==> src/rtl/dmux_pkg.sv <==
// Shared constants for the 1-to-4 dispatcher: channel geometry and FSM state encoding.
package dmux_pkg;

  localparam int NUM_CH = 4;
  localparam int CH_W   = 2;

  localparam logic ST_IDLE = 1'b0;
  localparam logic ST_HOLD = 1'b1;

  // Channel after c, wrapping 3 -> 0.
  function automatic logic [CH_W-1:0] ch_next(input logic [CH_W-1:0] c);
    return c + 1'b1;
  endfunction

endpackage

==> src/rtl/dmux4_dispatcher_rr_pick4.sv <==
// Rotating-priority search: first requesting channel at or after ptr (mod 4) wins.
// Combinational; grant falls back to ptr when nothing requests.
module rr_pick4
  import dmux_pkg::*;
(
  input  logic [CH_W-1:0]   ptr,
  input  logic [NUM_CH-1:0] req,
  output logic [CH_W-1:0]   grant,
  output logic              any
);

  logic [CH_W-1:0] cand;

  // Walk from the farthest offset back to ptr so the nearest requester is written last.
  always_comb begin
    grant = ptr;
    any   = 1'b0;
    cand  = ptr;
    for (int i = NUM_CH - 1; i >= 0; i--) begin
      cand = ptr + CH_W'(i);
      if (req[cand]) begin
        grant = cand;
        any   = 1'b1;
      end
    end
  end

endmodule

==> src/rtl/dmux4_dispatcher.sv <==
// One-word holding dispatcher onto four consumers sharing out_data; 1-cycle accept-to-offer latency.
// Optional saturating per-channel transfer counters under `DMUX4_DISPATCH_CNT_EN (else cnt_flat = 0).
module dmux4_dispatcher
  import dmux_pkg::*;
#(
  parameter int WIDTH   = 16,
  parameter int COUNT_W = 8
) (
  input  logic                   clk,
  input  logic                   reset,
  input  logic [WIDTH-1:0]       in_data,
  input  logic                   in_valid,
  output logic                   in_ready,
  input  logic                   mode,
  input  logic [CH_W-1:0]        in_dest,
  output logic [WIDTH-1:0]       out_data,
  output logic [NUM_CH-1:0]      out_valid,
  input  logic [NUM_CH-1:0]      out_ready,
  output logic [CH_W-1:0]        sel,
  output logic                   busy,
  output logic [NUM_CH*COUNT_W-1:0] cnt_flat
);

  logic             state_q, state_d;
  logic [WIDTH-1:0] data_q, data_d;
  logic [CH_W-1:0]  sel_q, sel_d;
  logic [CH_W-1:0]  rr_q, rr_d;

  logic             xfer;
  logic             accept;
  logic [CH_W-1:0]  scan_ptr;
  logic [CH_W-1:0]  rr_grant;
  logic             rr_any;
  logic [CH_W-1:0]  dest;

  assign xfer     = (state_q == ST_HOLD) && out_ready[sel_q];
  assign in_ready = !reset && ((state_q == ST_IDLE) || xfer);
  assign accept   = in_valid && in_ready;

  // A word accepted while the held one leaves must see the pointer as it will be after that transfer.
  assign scan_ptr = xfer ? ch_next(sel_q) : rr_q;

  rr_pick4 u_pick (
    .ptr   (scan_ptr),
    .req   (out_ready),
    .grant (rr_grant),
    .any   (rr_any)
  );

  assign dest = mode ? in_dest : (rr_any ? rr_grant : scan_ptr);

  // State register
  always_ff @(posedge clk) begin
    if (reset) begin
      state_q <= ST_IDLE;
      data_q  <= '0;
      sel_q   <= '0;
      rr_q    <= '0;
    end else begin
      state_q <= state_d;
      data_q  <= data_d;
      sel_q   <= sel_d;
      rr_q    <= rr_d;
    end
  end

  // Next-state logic
  always_comb begin
    state_d = state_q;
    data_d  = data_q;
    sel_d   = sel_q;
    rr_d    = rr_q;
    case (state_q)
      ST_IDLE: if (in_valid) state_d = ST_HOLD;
      ST_HOLD: if (xfer && !in_valid) state_d = ST_IDLE;
      default: state_d = ST_IDLE;
    endcase
    if (accept) begin
      data_d = in_data;
      sel_d  = dest;
    end
    if (xfer) rr_d = ch_next(sel_q);
  end

  // Output decode
  always_comb begin
    busy      = (state_q == ST_HOLD);
    sel       = sel_q;
    out_data  = data_q;
    out_valid = '0;
    if (state_q == ST_HOLD) out_valid = NUM_CH'(1) << sel_q;
  end

`ifdef DMUX4_DISPATCH_CNT_EN
  logic [COUNT_W-1:0] cnt_q [NUM_CH];

  always_ff @(posedge clk) begin
    if (reset) begin
      for (int k = 0; k < NUM_CH; k++) cnt_q[k] <= '0;
    end else if (xfer && (cnt_q[sel_q] != {COUNT_W{1'b1}})) begin
      cnt_q[sel_q] <= cnt_q[sel_q] + 1'b1;
    end
  end

  always_comb begin
    cnt_flat = '0;
    for (int k = 0; k < NUM_CH; k++) cnt_flat[k*COUNT_W +: COUNT_W] = cnt_q[k];
  end
`else
  assign cnt_flat = '0;
`endif

endmodule
==> config.mk <==
export PLATFORM = sky130hd
export DESIGN_NAME = dmux4_dispatcher
export DESIGN_NICKNAME = d
export VERILOG_FILES = /design/src/rtl/dmux_pkg.sv /design/src/rtl/dmux4_dispatcher_rr_pick4.sv /design/src/rtl/dmux4_dispatcher.sv
export SDC_FILE = /design/constraint.sdc
export NUM_CORES = 1
export LEC_CHECK = 0
export BUFFER_PORTS_ARGS = -buffer_cell sky130_fd_sc_hd__buf_4
export CORE_AREA = 2 2 63 65
export DETAILED_ROUTE_END_ITERATION = 16
export DIE_AREA = 0 0 65 67
export HOLD_SLACK_MARGIN = 0.12
export PLACE_DENSITY_LB_ADDON = 0.3
export SLEW_MARGIN = 10
export SYNTH_ARGS = -nofsm -noshare
export SYNTH_HDL_FRONTEND = slang
export SYNTH_SLANG_ARGS = --single-unit
export TNS_END_PERCENT = 20
==> constraint.sdc <==
create_clock -name clk -period 1.6 [get_ports clk]
set_input_delay 0.16 -clock clk [delete_from_list [all_inputs] [get_ports clk]]
set_output_delay 0.16 -clock clk [all_outputs]
set_load 0.01 [all_outputs]
# Word-level counts from Yosys, hierarchy flattened
# Cells that the tools add are included.
[classes]
n_addsub = 4
mul = 0
div_mod_pow = 0
magnitude_cmp = 5
n_eq_ne = 0
shift = 1
n_mux = 25
n_bitwise = 1
reduce_logical = 7
[op_table]
columns = ["op", "n"]
rows = [
  ["$lt 2x3->1 const B", 5],
  ["$mux 2", 7],
  ["$mux 1", 11],
  ["$bmux 1 s2", 5],
  ["$add 2x1->2 const B", 2],
  ["$add 2x2->2 const B", 2],
  ["$logic_and 1x1->1", 4],
  ["$mux 4", 1],
  ["$shl 1x2->4 const A", 1],
  ["$logic_not 1->1", 2],
  ["$pmux 1 s2", 1],
  ["$logic_or 1x1->1", 1],
  ["$not 1->1", 1],
]
[word_totals]
reg_bits = 21
latchBits = 0
ramBits = 0
rom_bits = 0
input_bits = 26
n_memories = 0

# Depth between registers and ports, before layout
[logic_depth]
ltp_word = 13
mapped_depth = 7
mapped_depth_nobuf = 6

# By module
# Synthesis repeated with hierarchy kept, for this count alone.
[unflattened]
cells_unflattened = 168
area_unflattened_um2 = 1325.0
[modules_own_cells]
columns = ["module", "instances", "cells_per_inst", "area_each_um2", "seq_area_each_um2"]
rows = [
  ["dmux4_dispatcher", 1, 152, 1224.9, 420.4],
  ["rr_pick4", 1, 16, 100.1, 0.0],
]

# Worst setup path after synthesis
# Ideal clock, no wire load.
[synth_path]
path_kind = "reg-to-reg"
start = "register sel_q[0] (netlist: sel[0])"
end = "register sel_q[1] (netlist: sel[1])"
arrival_time_ps = 1661
slack_ps = -194
path_stages_with_launch = 7
path_buffers = 1
period_less_slack_ps = 1794
path_cell_list = "dfxtp_1 > buf_4 > mux2i_2 > o22ai_4 > mux2_2 > o32ai_1 > o32ai_1"
[synth_between]
elab_chain_len = 13
word_cells_on_any_way = 29
[synth_lines]
columns = ["item", "line_no", "source"]
rows = [
  ["start: declaration", "dmux4_dispatcher.sv:26", "logic [CH_W-1:0] sel_q, sel_d;"],
  ["start signal: assignment", "dmux4_dispatcher.sv:62", "sel_q <= sel_d;"],
  ["$bmux 1 s2", "dmux4_dispatcher.sv:36", "assign xfer = (state_q == ST_HOLD) && out_ready[sel_q];"],
  ["$mux 1 (not written as such)", "dmux4_dispatcher.sv:36", ""],
  ["$logic_and 1x1->1", "dmux4_dispatcher.sv:36", ""],
  ["$mux 2", "--", ""],
  ["$add 2x2->2", "dmux4_dispatcher_rr_pick4.sv:20", "cand = ptr + CH_W'(i);"],
  ["$bmux 1 s2", "dmux4_dispatcher_rr_pick4.sv:21", "if (req[cand]) begin"],
  ["$mux 1 (not written as such)", "dmux4_dispatcher_rr_pick4.sv:21", ""],
  ["$mux 2 / $mux 1 (equally long branches) (4 in a row)", "dmux4_dispatcher_rr_pick4.sv:21", ""],
  ["$mux 2 (2 in a row)", "dmux4_dispatcher.sv:50", "assign dest = mode ? in_dest : (rr_any ? rr_grant : scan_ptr);"],
]
# Several ways; a longest one is shown, not always the timed one. The select of a mux whose other input is x is not followed.
# A chain may end at the register's enable or synchronous reset.

# Worst setup path after layout
# Same ends and word-level chain as after synthesis.

==> qor.csv <==
stage;metric;value;unit
final_layout;regArea;425.4;µm²
critical_path;path_cells;mux2i_4 -> o22ai_4 -> mux2i_1 -> o211ai_1 -> o32ai_1;
critical_path;worstReg2RegStart;sel[0];
critical_path;worstSetupStartpoint;sel[0];
global_route;use_met1;17.28;%
route;drcViolationCount;0;
final_layout;syn_to_final_growth;44.84;%
run;drv_cap;0;
clocking;cts_root_buf;clkbuf_8;
critical_path;rr_endpoint;sel[1];
final_layout;num-fill-cells;345;
synth;synth-main-ff-cell;dfxtp_1;
sta;hold_viol_final;0;
floorplanning;die_width;65;µm
critical_path;worstRegToRegCells;5;
global_route;grt_use_met3;2.703;%
placement;dp_hpwl;2.267;mm
synth;ys_types;32;
critical_path;cp-end-kind;flip-flop;
route;ant_nets;0;
pwr;leakagePower;0.9373;nW
floorplanning;start_util;38.69;%
route;via_per_inst;4.468;
final_layout;diodes;0;
sta;setup_ws;-41.83;ps
status;violations;negative setup slack;
pwr;pwr_density_cell;678.5;nW/µm²
sta;clock.fmax;0.6091;GHz
global_route;overflow;0;
clocking;worst_skew_pair.late_latency;260;ps
pwr;ir_drop;0.0004573;V
sta;final.period_utilization;102.6;%
critical_path;cp.arrival;1810;ps
floorplanning;rows;22;
global_route;top_usage_layer;met2;
placement;io_buffers;49;
synth;synth_common_cells;buf_4, dfxtp_1, nand2_1;
route;wl_per_cell;11.20;µm
synth;synth_area_leaders;dfxtp_1, buf_4, nand2b_1, o21ai_0, nand2_1;
placement;pre_cts_slack;-68.08;ps
critical_path;critPathMaxFanout;7;
synth;synth_area;1395;µm²
clocking;clockBufferDepth;2;
critical_path;critPathLaunchType;flip-flop;
global_route;antenna_found_initial;0;
route;drt-pass1-iter-count;4;
placement;gp_congestion;0.9080;
route;vias;1309;
final_layout;final_cells;293;
critical_path;slowest_delay;380;ps
hold_path;worstHoldEndpoint;busy;
placement;dp.cells;271;
synth;synth_cells;171;
floorplanning;top_level_ports;82;
route;first_iter_violations;62;
hold_path;hold_path_class;primary input to flip-flop;
synth;ys_seq_elements;21;
global_route;grt_util_met2;27.58;%
global_route;grt_pass1_vias;1143;
synth;yosysWarnings;0;
synth;post-synth-top-count-cell;buf_4;
global_route;grt_pass1_wl;5.043;mm
sta;setup-tns-final;-106.5;ps
hold_path;worstHoldStart;in_valid;
clocking;cts_max_level;1;
clocking;cts_tree;done;
floorplanning;die_area;4355;µm²
critical_path;cp_data_required_time;1770;ps
critical_path;reg2reg_setup_slack;-40;ps
sta;finalMaxSlewViolations;0;
global_route;grt_max_degree;29;
critical_path;path_class;flip-flop to flip-flop;
critical_path;cpMaxStageDelayCell;dfxtp_4;
synth;synth_edf_count;0;
clocking;path_clk_slew;70;ps
final_layout;drive_above_1_share;31.43;%
route;finalWirelength;3.282;mm
synth;avgSynthCellArea;8.158;µm²
floorplanning;core;3606;µm²
synth;synth_seq_area_share;30.13;%
clocking;clkSinkCount;21;
synth;synthArstFlopShare;0;%
pwr;power;0.001371;W
global_route;grt.total_usage;14.78;%
status;status;complete, but fails checks;
final_layout;multiInputGateArea;834.6;µm²
sta;min_period;1642;ps
sta;finClkSkew;2.925;ps
clocking;numCtsBuffers;3;
synth;synth_top_cell_by_area;dfxtp_1;
final_layout;final_nets;276;
sta;timing.hold.ws;237.4;ps
floorplanning;die_h;67;µm
sta;setup_viol;3;
hold_path;holdPathStages;3;
sta;rsz0062_at_grt;yes;
synth;yosys.area.top_type_share;30.13;%
==> layout make-up <==
cell class              count  area share, %
repair buffers             78          31.33
flip-flops and latches     21          21.05
inverters                   6          1.115
well taps                  48          2.972
clock buffers               4          2.229
multi-input cells         136          41.30
==> state kept, by name, indices dropped and copies added, names as in the netlist <==
register,count
busy,1
out_data,16
sel,2
rr_q,2
==> power breakdown <==
part	total, W	internal [W]	switching (W)
sequential	0.000596	0.000564	0.0000316
combinational	0.000438	0.000230	0.000208
clock	0.000337	0.000177	0.000160
==> what timing repair did <==
action                                  in CTS  in global routing
setup buffers                                2                  0
endpoints found under the setup margin      15                 18
endpoints found under the hold margin       16                  0
resized for setup                            2                  4
hold buffers                                16                  0
pin swaps                                    1                  3
==> layer usage <==
layer,part of all wire (%),up-vias
li1,-,656
met1,41,596
met2,52,53
met3,5.5,4
met4,1.2,0
met5,0,-
==> layout by cell type, fill, tap and decap left out, types with 3 or more instances in the layout <==
cell type      Yosys  routed
a21oi_1            5       4
and2_1             5       5
buf_4             33      60
clkbuf_8           0       3
conb_1             1      32
dfxtp_1           21      19
dlygate4sd3_1      0      16
ha_1               4       4
inv_1              6       6
nand2_1           20      20
nand2b_1          19      19
nor2_1             6       6
o21ai_0           17      17
==> worst max-delay path, delay by kind of cell, from the launching register on <==
kind	cells	cell delay, ps
AOI/OAI and AO/OA	3	700
muxes	2	480
DFF	1	380
==> kinds of logic after synthesis <==
logic type | synth area share, %
compound gates | 18.12
fa+ha+maj | 3.588
buf+inv | 21.26
flops | 30.13
mux | 5.023
other cells | 0.2688
simple gates | 21.61
==> metrics by stage <==
stage,utilization (%),instance area [µm²]
CTS,55.59,2004
global route,56.04,2021
floorplan,-,1546
finish,56.04,2021
global placement,49.31,1778
detailed placement,49.31,1778
==> worst max path at each step <==
stage | endpoint | slack (ps) | depth (start not counted)
2_1_floorplan | sel[1] | -70 | 6
3_3_place_gp | sel[1] | -40 | 5
3_5_place_dp | sel[0] | -70 | 5
4_1_cts | in_ready | -60 | 5
5_1_grt | sel[1] | -150 | 5
6_report | sel[1] | -40 | 5
Power figures use the tool's default switching activity.
